<file path="src/rtl/apb_req_arbiter.sv">
// apb_req_arbiter: round-robin arbiter in front of a single APB master.
// Latches one single-beat command per grant and runs SETUP/ACCESS with timeout.
module apb_req_arbiter #(
   parameter int NUM_REQ        = 2,
   parameter int APB_ADDR_WIDTH = 16,
   parameter int APB_DATA_WIDTH = 8,
   parameter int TIMEOUT        = 15
) (
   input  logic                               pclk,
   input  logic                               preset,
   input  logic [NUM_REQ-1:0]                 i_req,
   input  logic [NUM_REQ-1:0]                 i_write,
   input  logic [NUM_REQ*APB_ADDR_WIDTH-1:0]  i_addr,
   input  logic [NUM_REQ*APB_DATA_WIDTH-1:0]  i_wdata,
   output logic [NUM_REQ-1:0]                 o_gnt,
   output logic [NUM_REQ-1:0]                 o_done,
   output logic                               o_err,
   output logic [APB_DATA_WIDTH-1:0]          o_rdata,
   output logic                               o_psel,
   output logic                               o_penable,
   output logic                               o_pwrite,
   output logic [APB_ADDR_WIDTH-1:0]          o_paddr,
   output logic [APB_DATA_WIDTH-1:0]          o_pwdata,
   input  logic                               i_pready,
   input  logic [APB_DATA_WIDTH-1:0]          i_prdata
);

   localparam int AW = APB_ADDR_WIDTH;
   localparam int DW = APB_DATA_WIDTH;
   localparam int PW = (NUM_REQ > 1) ? $clog2(NUM_REQ) : 1;
   localparam int CW = $clog2(TIMEOUT + 1);
   localparam logic [CW-1:0] CNT_MAX = CW'(TIMEOUT - 1);

   typedef enum logic [1:0] {
      IDLE,
      SETUP,
      ACCESS
   } state_t;

   state_t          state_q, state_d;
   logic [PW-1:0]   ptr_q, ptr_d;
   logic [PW-1:0]   win_q, win_d;
   logic [CW-1:0]   cnt_q, cnt_d;
   logic [PW-1:0]   arb_win;

   logic               psel_d, penable_d, pwrite_d, err_d;
   logic [AW-1:0]      paddr_d;
   logic [DW-1:0]      pwdata_d, rdata_d;
   logic [NUM_REQ-1:0] gnt_d, done_d;

   // Round-robin pick: first active request at or after ptr, wrapping.
   always_comb begin
      int  idx;
      logic found;
      arb_win = ptr_q;
      found   = 1'b0;
      idx     = 0;
      for (int i = 0; i < NUM_REQ; i++) begin
         idx = int'(ptr_q) + i;
         if (idx >= NUM_REQ) idx = idx - NUM_REQ;
         if (!found && i_req[PW'(idx)]) begin
            arb_win = PW'(idx);
            found   = 1'b1;
         end
      end
   end

   // Next-state and next-output logic; every output is registered below.
   always_comb begin
      int sel;
      sel       = int'(arb_win);
      state_d   = state_q;
      ptr_d     = ptr_q;
      win_d     = win_q;
      cnt_d     = cnt_q;
      psel_d    = o_psel;
      penable_d = o_penable;
      pwrite_d  = o_pwrite;
      paddr_d   = o_paddr;
      pwdata_d  = o_pwdata;
      rdata_d   = o_rdata;
      gnt_d     = '0;
      done_d    = '0;
      err_d     = 1'b0;
      unique case (state_q)
         IDLE: begin
            if (|i_req) begin
               win_d    = arb_win;
               pwrite_d = i_write[arb_win];
               paddr_d  = i_addr[sel*AW +: AW];
               pwdata_d = i_wdata[sel*DW +: DW];
               ptr_d    = (sel == NUM_REQ - 1) ? '0 : arb_win + 1'b1;
               psel_d   = 1'b1;
               gnt_d    = NUM_REQ'(1) << arb_win;
               state_d  = SETUP;
            end
         end
         SETUP: begin
            cnt_d     = '0;
            penable_d = 1'b1;
            state_d   = ACCESS;
         end
         ACCESS: begin
            if (i_pready) begin
               if (!o_pwrite) rdata_d = i_prdata;
               psel_d    = 1'b0;
               penable_d = 1'b0;
               done_d    = NUM_REQ'(1) << win_q;
               state_d   = IDLE;
            end else if (cnt_q == CNT_MAX) begin
               psel_d    = 1'b0;
               penable_d = 1'b0;
               done_d    = NUM_REQ'(1) << win_q;
               err_d     = 1'b1;
               state_d   = IDLE;
            end else begin
               cnt_d = cnt_q + 1'b1;
            end
         end
         default: state_d = IDLE;
      endcase
   end

   // State, command and output registers with synchronous reset.
   always_ff @(posedge pclk) begin
      if (preset) begin
         state_q   <= IDLE;
         ptr_q     <= '0;
         win_q     <= '0;
         cnt_q     <= '0;
         o_psel    <= 1'b0;
         o_penable <= 1'b0;
         o_pwrite  <= 1'b0;
         o_paddr   <= '0;
         o_pwdata  <= '0;
         o_rdata   <= '0;
         o_gnt     <= '0;
         o_done    <= '0;
         o_err     <= 1'b0;
      end else begin
         state_q   <= state_d;
         ptr_q     <= ptr_d;
         win_q     <= win_d;
         cnt_q     <= cnt_d;
         o_psel    <= psel_d;
         o_penable <= penable_d;
         o_pwrite  <= pwrite_d;
         o_paddr   <= paddr_d;
         o_pwdata  <= pwdata_d;
         o_rdata   <= rdata_d;
         o_gnt     <= gnt_d;
         o_done    <= done_d;
         o_err     <= err_d;
      end
   end

endmodule
</file>
<file path="config.mk">
export PLATFORM = sky130hd
export DESIGN_NAME = apb_req_arbiter
export DESIGN_NICKNAME = d
export VERILOG_FILES = /design/src/rtl/apb_req_arbiter.sv
export SDC_FILE = /design/constraint.sdc
export NUM_CORES = 1
export LEC_CHECK = 0
export CAP_MARGIN = 10
export CORE_MARGIN = 2
export CORE_UTILIZATION = 38
export DETAILED_ROUTE_END_ITERATION = 10
export HOLD_SLACK_MARGIN = 0.15
export PLACE_DENSITY = 0.79
export SYNTH_ARGS = -nofsm -noshare
export SYNTH_HDL_FRONTEND = slang
export SYNTH_SLANG_ARGS = --single-unit
</file>
<file path="constraint.sdc">
create_clock -name pclk -period 1.5 [get_ports pclk]
set_input_delay 0.225 -clock pclk [delete_from_list [all_inputs] [get_ports pclk]]
set_output_delay 0.225 -clock pclk [all_outputs]
set_load 0.05 [all_outputs]
</file>
Yosys cells after proc, flatten, opt, wreduce, memory -nomap -nowiden:

Index checks and enable logic that the tools add are counted.

* output and inout port bits: 40
* logic and storage cells: 80
* register bits after elaboration: 48

* equal/unequal tests: 7
* magnitude comparators: 5
* shift-type cells: 4
* add/sub/neg operators: 5
* bitwise operators: 4
* reduce and logical (&&, ||, !) cells: 15
* mux-type cells: 27

Operator list (count)
* $shiftx 32x6->16: 1
* $mux 1: 16
* $shiftx 16x5->8: 1
* $mux 2: 5
* $reduce_and 3->1: 3
* $mux 4: 2
* $pmux 4 s2: 1
* $lt 1x3->1 const B: 2
* $ne 2x2->1 const B: 3
* $pmux 2 s3: 1
* $reduce_and 2->1: 3
* $reduce_or 3->1: 2
* $add 4x1->4 const B: 1
* $eq 4x4->1 const B: 1
* $not 1->1: 4
* $pmux 1 s2: 2
* $reduce_bool 2->1: 2
* $reduce_or 2->1: 2
* $shl 1x1->2 const A: 2
* $ne 3x3->1 const B: 1
* $add 1x1->2 const B: 1
* $eq 2x1->1 const B: 1
* $eq 2x2->1 const B: 1
* $ge 1x2->1 const B: 1
* other kinds (7): 8

Logic depth before layout (Yosys ltp):

Gate-level depths: netlist of run 1.

* word-level depth: 11
* depth in mapped cells: 7
* mapped depth without buffers: 5

Least setup slack after synthesis of run 1:

Ideal clock, no wire load.

* kind: flip-flop to flip-flop
* start: reg state_q[1]
* end: reg cnt_q[1]
* cell stages (with the launch flop): 6
* data arrival time: 1.300 ns
* library setup time: 0.093 ns
* slack: 0.107 ns
* path through: dfxtp_1 -> inv_1 -> ha_1 -> a21bo_1 -> or3_1 -> o32ai_1

* word-level cells in the longest chain between the ends: 3

Ends and longest elaborated chain
* start, declared: RTL line 40 `state_t state_q, state_d;`
* start signal, assigned: RTL line 141 `state_q <= state_d;`
* $eq 2x2->1 / $eq 2x1->1 (equally long branches): RTL line 85 `unique case (state_q)`
* $ne 2x2->1 (no line) / $reduce_bool 2->1 (equally long branches)
* $reduce_and 3->1 (no line)
* end signal, assigned: RTL line 144 `cnt_q <= cnt_d;`
* end, declared: RTL line 43 `logic [CW-1:0] cnt_q, cnt_d;`

Several ways; a longest one is shown, not always the timed one.
A chain may end at the register's enable or synchronous reset.

Worst setup path after layout of run 1:

* start: reg state_q[0]
* end: reg cnt_q[0]

The elaborated chain is that of the path after synthesis.

==> results of run 1 <==
per-layer routing:
| layer | track usage | part of all wire |
|---|---|---|
| met5 | 0 | 0 |
| met4 | 0.04000 | 0.0039 |
| met3 | 0.04615 | 0.12 |
| met2 | 0.2779 | 0.46 |
| met1 | 0.1755 | 0.42 |
Yosys cell counts:
| library cell | instances | share of area |
|---|---|---|
| dfxtp_1 | 48 | 0.42 |
| mux2i_1 | 37 | 0.16 |
| nor2_1 | 36 | 0.059 |
| a211oi_2 | 25 | 0.14 |
| buf_4 | 8 | 0.026 |
| ha_1 | 7 | 0.038 |
| nand2b_1 | 7 | 0.019 |
| buf_2 | 4 | 0.0087 |
| inv_1 | 4 | 0.0065 |
| nand2_1 | 4 | 0.0065 |
| a211oi_1 | 3 | 0.0098 |
| a21oi_1 | 3 | 0.0065 |
| nor3_1 | 3 | 0.0065 |
| nor3b_1 | 3 | 0.0098 |
| a21oi_2 | 2 | 0.0076 |
| buf_6 | 2 | 0.0098 |
| o32ai_1 | 2 | 0.0076 |
| or3_1 | 2 | 0.0055 |
| a21bo_1 | 1 | 0.0044 |
| a21boi_1 | 1 | 0.0033 |
| a31oi_4 | 1 | 0.0093 |
| a41oi_1 | 1 | 0.0038 |
| and3_4 | 1 | 0.0049 |
| buf_1 | 1 | 0.0016 |
| clkbuf_1 | 1 | 0.0016 |
| nand3_1 | 1 | 0.0022 |
| nand3b_1 | 1 | 0.0033 |
| nand4_1 | 1 | 0.0027 |
| o21a_1 | 1 | 0.0033 |
| o21ai_0 | 1 | 0.0022 |
| o21ai_1 | 1 | 0.0022 |
| o21ai_2 | 1 | 0.0038 |
| or2_2 | 1 | 0.0027 |
| xnor2_1 | 1 | 0.0038 |
cells in the final DEF (no fill, tap or decap), types with 2 or more instances in the layout:
cell             count
ha_2                 2
dfxtp_1             46
mux2i_1             37
nor2_1              36
a211oi_2            24
dfxtp_2              2
nand2_1              4
nor3b_1              3
clkbuf_8             5
inv_1                3
nor3_1               3
a211oi_1             3
buf_12               3
a21oi_1              3
ha_1                 5
clkdlybuf4s50_1     61
nand2b_1             7
a21oi_2              2
buf_4               55
logic make-up after synthesis:
group / synth area share
fa+ha+maj: 0.03821
flops: 0.4192
compound gates: 0.2003
xor+xnor: 0.003822
buf+inv: 0.05458
mux: 0.1616
simple gates: 0.1223
stage by stage:
stage                     TNS (ps)  instances  worst slack (ps)  area [um2]  hold WS, ps
after floorplan                  0        216             107.2        2292        304.3
after global placement      -8.011        394            -6.304        3358        471.1
after detailed placement    -219.4        394            -48.96        3358        486.6
after CTS                  -0.7423        402           -0.7423        3487        311.9
after global routing        -25.25        403            -25.25        3512        344.9
final                            0        403             32.40        3512        318.4
flip-flops by register name (all words and copies together) (netlist names), 2 cells and up:
signal and count:
cnt_q 4, o_done 2, o_gnt 2, o_paddr 16
o_pwdata 8, o_rdata 8, state_q 2
cell type report:
| type | count | area [um2] |
|---|---|---|
| clock buffers | 5 | 68.82 |
| fillers | 537 | 2374 |
| flip-flops and latches | 48 | 963.4 |
| well taps | 75 | 93.84 |
| multi-input cells | 148 | 1236 |
| repair buffers | 120 | 1089 |
| inverters | 4 | 15.01 |
| clock inverters | 3 | 46.29 |
worst paths after layout:
path / start / end / slack [ps] / cells past startpoint
worst max-delay path: state_q[0] / cnt_q[0] / 30 / 5
worst min-delay path: preset / win_q / 320 / 2
worst max register to register: state_q[0] / cnt_q[0] / 30 / 5
worst min register to register: win_q / o_done[0] / 500 / 1
timing repair:
| item | CTS | global route |
|---|---|---|
| buffers inserted | 0 | 1 |
| endpoints found under the setup margin | 1 | 12 |
| gates resized for setup | 4 | 5 |
| pin swaps | 0 | 2 |
critical path, stage by stage, from the launching register on:
cell,delay (ps)
dfxtp_2,350
inv_2,60
ha_2,320
a21bo_1,230
or3_1,310
o32ai_1,110
power by group:
part	switching [mW]	internal (mW)
combinational	1.53	1.05
sequential	0.131	1.51
clock	0.446	0.502
==> run summary, run 1 <==
The run finished with clean final reports. The run gives 0.1535 as the global-route usage over all layers. The tools report the capturing element type of the critical path as a flip-flop. Between clock sinks in the finished design, the worst skew comes to 6.044 ps.

The cell area that synthesis handed to floorplanning was 0.002292 mm2. The cell area power density came out at 1472 mW/mm2. STA classifies the critical path startpoint as a flip-flop. The logs give 0.5967 for the share of the core filled with cells and 1,944 for the number of vias after detailed routing. For this block, the initial DRC count from the detailed router was 39. The tools report the sequential cell area fraction in the yosys report as 0.4192. Area overhead of the layout relative to synthesis: 53.22%. From left edge to right edge, the die measures 81.67 um.

The final global-route overflow total was 0. Number of nets in the layout: 397. The flip-flop and latch count after synthesis was 48. Setup violations remaining at the end of the flow were counted as 0.

The number of standard-cell rows in the floorplan is 28. The net count after synthesis is 286, and the die height is 81.67 um. Along the worst path, the maximum fanout reaches 4. The largest net degree at the start of global routing was 41.

Setup repair after global routing could not meet its margin everywhere. Each instance of the synthesized netlist takes up on average 10.61 um2. The tool flagged a number of max-cap violations equal to 0.

Count of hold-fix buffers inserted at cts: 0. The tree is rooted in a clkbuf_8. In the final routed layout, each cell accounts on average for 13.43 um. The detail route stage leaves a number of antenna-violating nets equal to 0. The detailed-route DRC error count is 0, and the relative max-transition margin is 0.7792. Clock tree synthesis found a total of 48 sinks. The run gives 5 as the number of clock buffers inserted by TritonCTS. The floorplan step defined a core boundary enclosing 0.005886 mm2. TritonCTS built the clock tree. Input and output buffers added on the ports amount to 102. Number of global-route vias before repair: 1,822. Number of antenna violations at the first check in global routing: 0. At the pin with the least slew margin, the transition time is 331.3 ps.

For the count of final max-slew check failures, the log shows 0. Data arrives at the worst endpoint at 1680 ps. During synthesis, Yosys emitted a total of 0 warnings. The later pin in the worst-skew pair is clocked with a latency of 300 ps. The ratio of cells with drive above 1 in the final layout was 0.3262.

Count of mapped cells out of synthesis: 216. The placer's final routability congestion estimate was 0.7660. The top achievable clock speed came out at 681.4 MHz. In this run the count of I/O pins placed on the die edge is 103.

The clock slew seen by the registers of the worst setup and hold paths came out at 90 ps. The worst-case IR drop observed on VDD is 0.0006906 V. The first TritonRoute pass finished after 4 iterations.

The buffer levels on the longest clock path is 2, and the first-pass GRT wire length is 7935 um. The number of vias per cell after detailed routing is 4.824. The critical path class was flip-flop to flip-flop. The floorplan step defined a die boundary enclosing 0.006669 mm2.

The post-route clock period utilization was 0.9784. The final period demand of the worst path is 1468 ps. Data on the critical path is required at its endpoint by 1710 ps. The total wirelength of the detailed-routed design was 5414 um; the starting density of the core was 0.3895. The wire-length estimate of the detail-placed layout is 4215 um.

In this run, distinct cell masters in the synthesized netlist total 34. The worst hold path belongs to the class input pin to flip-flop. For this design the static power due to leakage is 1.448 nW. The count of inserted antenna diode cells is 0. The H-tree was split into 2 levels. The total count of hold-check failures in the final report was 0.

Overall power consumption after layout is estimated at 5.169 mW.
No activity file was read; power rests on OpenSTA's default activity.
==> run 2, diff against run 1 <==
--- a/config.mk
+++ b/config.mk
@@ -8,9 +8,10 @@
 export CAP_MARGIN = 10
 export CORE_MARGIN = 2
 export CORE_UTILIZATION = 38
+export CTS_CLUSTER_SIZE = 12
 export DETAILED_ROUTE_END_ITERATION = 10
 export HOLD_SLACK_MARGIN = 0.15
-export PLACE_DENSITY = 0.79
+export PLACE_DENSITY = 0.74
 export SYNTH_ARGS = -nofsm -noshare
 export SYNTH_HDL_FRONTEND = slang
 export SYNTH_SLANG_ARGS = --single-unit
==> run 2 against run 1 <==
Against the previous run:
- clock skew rose by 5.4 ps
- die area unchanged
- largest power group unchanged
- highest routed layer unchanged
- first-iteration DRC count is 77% higher
- largest cell class unchanged
==> run summary, run 2 (synthesis results as in run 1) <==
I/O pin count: 103 (unchanged). The relative max-transition margin was 0.7241 (-0.05505); the worst-case setup slack after placement was -93.58 ps (-44.62 ps). TritonCTS built the clock tree. The number of nets in the layout was 397 (unchanged); the die height was 81.67 um (unchanged).

The logs give 1670 ps (about the same) for the data arrival time of the critical path and 0.0007530 V (+9.0%) for the maximum VDD drop. The first-pass GRT wire length came out at 8162 um (+2.9%). The detailed placer's ending HPWL is 4111 um (-2.5%), and the largest fanout on the critical path is 3 (-1).

The tools report the clock tree skew after final layout as 11.41 ps (+5.369 ps). Compared with the post-synthesis result, the final layout area differs by 53.66%. The logs give 0 (unchanged) for the count of hold-fix buffers inserted at cts and 30 ps (about the same) for the setup slack of the most critical reg-to-reg path. The logs give 4 (unchanged) for the first-pass iteration count of the detailed router and 2 (unchanged) for the H-tree depth. The tools report the largest net degree at the start of global routing as 35 (-15%).

The overall power came out at 5.021 mW (-2.9%). In the final layout, the registers with the most flip-flops are o_paddr x16, o_pwdata x8, o_rdata x8. The top achievable clock speed was 681.3 MHz (about the same).

The count of antenna-violating nets left after detailed routing is 0 (unchanged). The tools report the count of final max-slew check failures as 0 (unchanged). The number of vias per cell after detailed routing was 4.774 (-1.0%); the largest incremental delay on the critical path was 340 ps (about the same). The total wirelength of the detailed-routed design came out at 5465 um (+0.94%). The post-route clock period utilization works out to 0.9785 (about the same). The number of standard-cell rows in the floorplan came out at 28 (unchanged).

The design area was 0.003522 mm2 (+0.29%). The tools report the type of origin of the critical path as a flip-flop. For the clock network latency to the later pin of the worst-skew pair, the log shows 300 ps (about the same). For the share of the core filled with cells, the log shows 0.5984 (+0.001701). The final period demand of the worst path is 1468 ps (+0.1319 ps), and the cell area power density is 1426 mW/mm2 (-3.1%). The number of clock buffers inserted by TritonCTS was 5 (unchanged); the wire length per cell after detailed routing was 13.56 um (+0.94%). The die span in x was 81.67 um (unchanged). Walking the worst path, the cells encountered are inv_1 -> ha_4 -> a21bo_4 -> or3_1 -> o32ai_2. The data required time of the worst path was 1700 ps (about the same); the global-route usage over all layers was 0.1574 (+0.003899). For the clock net sink count, the log shows 48 (unchanged). The library cells used most frequently in the layout, excluding fill and tap cells, are clkdlybuf4s50_1, buf_4, dfxtp_1, mux2i_1, nor2_1. The tools report the final total negative setup slack as 0 ps (unchanged). The capturing element type of the critical path was a flip-flop.

The clock slew seen by the registers of the worst setup and hold paths is 90 ps (about the same). The max-capacitance violation count came out at 0 (unchanged). The critical path in this run is classified as flip-flop to flip-flop. The logs give 0 (unchanged) for the number of failing setup endpoints in the final timing report and 0.006669 mm2 (unchanged) for the area of the die.

The number of cells in the design after placement was 394 (unchanged). The leakage power summed over all cells was 1.445 nW (-0.18%); the post-detailed-placement cell area was 0.003383 mm2 (+0.75%). The worst-case hold slack came out at 331.7 ps (+13.37 ps). The ratio of cells with drive above 1 in the final layout works out to 0.3232 (-0.003049). The flow ran to the end, and the final reports show no timing, DRC or antenna violations. Counting flops per register, the top entry is o_paddr. Most frequent standard cell in the layout excluding fill and tap cells: clkdlybuf4s50_1.

The tools report the buffer levels on the longest clock path as 2 (unchanged). The starting density of the core was 0.3895 (unchanged); the number of flip-flops under the largest register name was 16 (unchanged). The tools report the final global-route overflow total as 0 (unchanged).

The number of antenna violations at the first check in global routing is 0 (unchanged). Final worst-path setup slack: 32.27 ps (-0.1319 ps). The placer's final routability congestion estimate was 0.7765 (+1.4%); the total of buffers placed on input and output ports was 102 (unchanged). The run gives 69 (+77%) as the first-iteration detailed-routing DRC count. The logs give 0 (unchanged) for the detailed-route DRC error count and 1,924 (-1.0%) for the number of vias after detailed routing. The worst-margin pin slew works out to 413.8 ps (+82.58 ps).

The cell with the biggest individual delay on the critical path is dfxtp_1. The number of non-filler instances in the completed layout is 403 (unchanged). The worst hold path belongs to the class input pin to flip-flop. The logs give 1,723 (-5.4%) for the number of global-route vias before repair and 0.005886 mm2 (unchanged) for the core area.

The buffer cell driving the clock tree root was clkbuf_8. The count of inserted antenna diode cells came out at 0 (unchanged). The total count of hold-check failures in the final report came out at 0 (unchanged).
## run 2: worst paths after layout
check               end        from  depth (start not counted)
min          o_rdata[7]      preset                          2
max reg2reg    cnt_q[1]  state_q[1]                          5
max            cnt_q[1]  state_q[1]                          5
min reg2reg   o_done[0]       win_q                          1
## run 2: per-layer routing
metal	track usage	up-vias	routed length, um
met5	0	-	0
met4	0.03500	0	40
met3	0.04945	5	500
met2	0.2549	71	2492
met1	0.2060	856	2430
li1	-	992	-
## run 2: repair_timing
| item | in CTS | in global routing |
|---|---|---|
| setup buffers | 0 | 1 |
| pin swaps | 0 | 1 |
| resized for setup | 2 | 5 |
| endpoints found under the setup margin | 1 | 19 |
## run 2: area by class of cell
class,instances,area (um2)
repair buffers,120,1114
multi-input cells,148,1240
flip-flops and latches,48,962.2
clock buffers,6,82.58
well taps,75,93.84
fillers,535,2364
inverters,4,15.01
clock inverters,2,15.01
## run 2: power breakdown
group	leakage (nW)	switching [mW]	total, mW	internal, mW
registers	0.395	0.134	1.64	1.51
logic	1.01	1.51	2.58	1.07
clock network	0.0434	0.428	0.801	0.373
## run 2: critical path, delay by kind of cell, from the launching register on
kind | cells | cell delay [ps]
AOI/OAI and AO/OA | 2 | 340
adders and majority gates | 1 | 280
buffers and inverters | 1 | 80
DFF | 1 | 340
and+or+nand+nor | 1 | 340
==> run 3, diff against run 2 <==
--- a/config.mk
+++ b/config.mk
@@ -7,11 +7,12 @@
 export LEC_CHECK = 0
 export CAP_MARGIN = 10
 export CORE_MARGIN = 2
-export CORE_UTILIZATION = 38
+export CORE_UTILIZATION = 46
+export CTS_BUF_LIST = sky130_fd_sc_hd__clkbuf_4
 export CTS_CLUSTER_SIZE = 12
 export DETAILED_ROUTE_END_ITERATION = 10
 export HOLD_SLACK_MARGIN = 0.15
-export PLACE_DENSITY = 0.74
+export PLACE_DENSITY = 0.84
 export SYNTH_ARGS = -nofsm -noshare
 export SYNTH_HDL_FRONTEND = slang
 export SYNTH_SLANG_ARGS = --single-unit
==> constraint.sdc (replaced) <==
create_clock -name pclk -period 1.9 [get_ports pclk]
set_input_delay 0.285 -clock pclk [delete_from_list [all_inputs] [get_ports pclk]]
set_output_delay 0.285 -clock pclk [all_outputs]
set_load 0.05 [all_outputs]
==> run 3 against run 2 <==
Against the previous run:
- core utilization grew 12 points
- global-route usage grew 4.2 points
- critical path type is now flip-flop to output port
- first-iteration DRC count grew 4.3%
- largest power group unchanged
- clock power shrank 44%
- clock skew shrank 3.9 ps
==> run summary, run 3 (synthesis results as in run 1) <==
The most frequent standard cell in the layout excluding fill and tap cells was clkdlybuf4s50_1. TritonCTS built the clock tree. I/O pin count: 103 (unchanged). The routed length on met3 was 374 um (-25%). The number of failing setup endpoints in the final timing report came out at 0 (unchanged). Count of final max-slew check failures: 0 (unchanged). The worst setup path is launched from a flip-flop. The cell area power density is 1089 mW/mm2 (-24%), and the first-pass GRT wire length is 8556 um (+4.8%).

For the clock tree skew after final layout, the log shows 7.514 ps (-3.899 ps). Family of cells with the greatest summed delay on the critical path: buffers and inverters. The met2 routed wirelength is 2605 um (+4.5%).

The tools report the total wirelength of the detailed-routed design as 5439 um (-0.48%). Register ranked first by flip-flop count: o_paddr. Setup repair after global routing left no endpoint under its margin.

The total count of hold-check failures in the final report is 0 (unchanged), and the post-CTS repair timing setup buffer count is 0 (unchanged). The data required time of the worst path was 1620 ps (-80 ps); the count of inserted antenna diode cells was 0 (unchanged). The buffer levels on the longest clock path is 2 (unchanged), and the area of the die is 0.005564 mm2 (-17%). The largest net degree at the start of global routing was 53 (+51%).

The die span in x is 74.59 um (-8.7%). The min-delay analysis places its worst path in the category input pin to flip-flop. The number of global-route vias before repair was 1,796 (+4.2%); the leakage power summed over all cells was 1.303 nW (-9.9%).

The max-capacitance violation count is 0 (unchanged). Compared with the post-synthesis result, the final layout area differs by 48.31%. The run finished with clean final reports. Total of buffers placed on input and output ports: 102 (unchanged). The relative max-transition margin came out at 0.6374 (-0.08671). The tree is rooted in a clkbuf_4. The run gives 0.4821 (+0.09265) as the starting density of the core.

The run gives 1,900 (-1.2%) as the number of vias after detailed routing. The run gives 48 (unchanged) as the clock net sink count. The number of standard-cell rows in the floorplan is 25 (-11%). The logs give 0.8482 (+9.2%) for the placer's final routability congestion estimate and 5 (unchanged) for the number of clock buffers inserted by TritonCTS.

For the clock network latency to the later pin of the worst-skew pair, the log shows 360 ps (+60 ps). The number of vias per cell after detailed routing was 4.974 (+4.2%). For the number of antenna violations at the first check in global routing, the log shows 0 (unchanged).

The number of filler cells placed in the layout was 381 (-29%); the design area was 0.003400 mm2 (-3.5%). The tools report the count of hold-fix buffers inserted at cts as 0 (unchanged). The detailed-route wire length on metal 1 is 2359 um (-2.9%), and the die height is 74.59 um (-8.7%). The H-tree depth is 2 (unchanged), and the largest incremental delay on the critical path is 820 ps (+480 ps).

The run gives 72 (+4.3%) as the first-iteration detailed-routing DRC count. The maximum VDD drop came out at 0.0005873 V (-22%). The worst-margin pin slew works out to 542.2 ps (+128.4 ps). The critical path goes through clkdlybuf4s50_1. Clock slew seen by the registers of the worst setup and hold paths: 130 ps (+40 ps). In the layout the commonest cells are clkdlybuf4s50_1, dfxtp_1, mux2i_1, nor2_1, a211oi_2. The largest registers in the layout are o_paddr x16, o_pwdata x8, o_rdata x8. Detailed-route DRC error count: 0 (unchanged). For the final total negative setup slack, the log shows 0 ps (unchanged). The tools report the first-pass iteration count of the detailed router as 4 (unchanged).

The final period demand of the worst path works out to 1837 ps. The cell with the biggest individual delay on the critical path was clkdlybuf4s50_1. The largest fanout on the critical path works out to 2 (-1). The top achievable clock speed was 544.4 MHz; the final global-route overflow total was 0 (unchanged). The logs give 384 (-3.3%) for the number of nets in the layout and 320 ps (+290 ps) for the setup slack of the most critical reg-to-reg path. The ratio of cells with drive above 1 in the final layout was 0.1429 (-0.1803). Post-detailed-placement cell area: 0.003346 mm2 (-1.1%). The critical path class was flip-flop to output port. The wire length per cell after detailed routing was 14.24 um (+5.0%); the detailed placer's ending HPWL was 4226 um (+2.8%). The post-route clock period utilization is 0.9667.

The number of flip-flops under the largest register name came out at 16 (unchanged). The count of antenna-violating nets left after detailed routing was 0 (unchanged). The highest signal layer in the routed design is met4.

STA classifies the critical path endpoint as an output port. The tools report the data arrival time of the critical path as 1550 ps (-120 ps). The count of buffering cells on the critical path with inverters included is 1 (unchanged), and the core area is 0.004755 mm2 (-19%). For the global-route usage over all layers, the log shows 0.1989 (+0.04156).
## run 3: worst reg2reg max path: stages (launching register included)
cell	delay, ps
dfxtp_1	350
inv_1	120
ha_1	420
nand3b_1	150
buf_4	210
mux2i_1	170
nor2_1	50
## run 3: per-layer routing
metal	vias up	global-route usage
li1	960	-
met1	873	0.2483
met2	57	0.3373
met3	10	0.05149
met4	0	0.06151
met5	-	0
## run 3: final cells by class
type,count,area [um2],share of cell area
repair buffers,107,1081,0.3180
well taps,67,83.83,0.02466
inverters,4,15.01,0.004417
flip-flops and latches,48,960.9,0.2827
clock buffers,5,37.54,0.01104
multi-input cells,148,1207,0.3552
clock inverters,3,13.76,0.004049
## run 3: final timing paths
| check | startpoint | end | cells past startpoint |
|---|---|---|---|
| setup / recovery | o_paddr[12] | o_paddr[12] | 1 |
| hold / removal | preset | o_rdata[1] | 2 |
| setup reg to reg | state_q[0] | o_rdata[6] | 6 |
| hold reg to reg | win_q | o_done[0] | 1 |
## run 3: through the flow
stage | utilization | hold slack, ps | setup WS [ps] | cells | power [mW]
2_1_floorplan | - | 364.3 | 507.2 | 216 | 2.719
3_3_place_gp | 0.7037 | 437.6 | 301.9 | 374 | 3.249
3_5_place_dp | 0.7037 | 446.6 | 265.9 | 374 | 3.296
4_1_cts | 0.7145 | 259.5 | 21.53 | 382 | 3.744
5_1_grt | 0.7150 | 269.6 | 9.233 | 382 | 3.906
6_report | 0.7150 | 265.5 | 63.18 | 382 | 3.703
## run 3: power breakdown
group          leakage [nW]  switching [mW]  internal, mW  total, mW
Clock                0.0324           0.316         0.136      0.452
Combinational         0.875            1.17         0.782       1.96
Sequential            0.395           0.105          1.19       1.29
Total                  1.30            1.59          2.11       3.70
## run 3: repair_timing
item | CTS | global route
endpoints found under the hold margin | 0 | 0
gates resized for setup | 0 | 1
setup endpoints to repair | 0 | 1
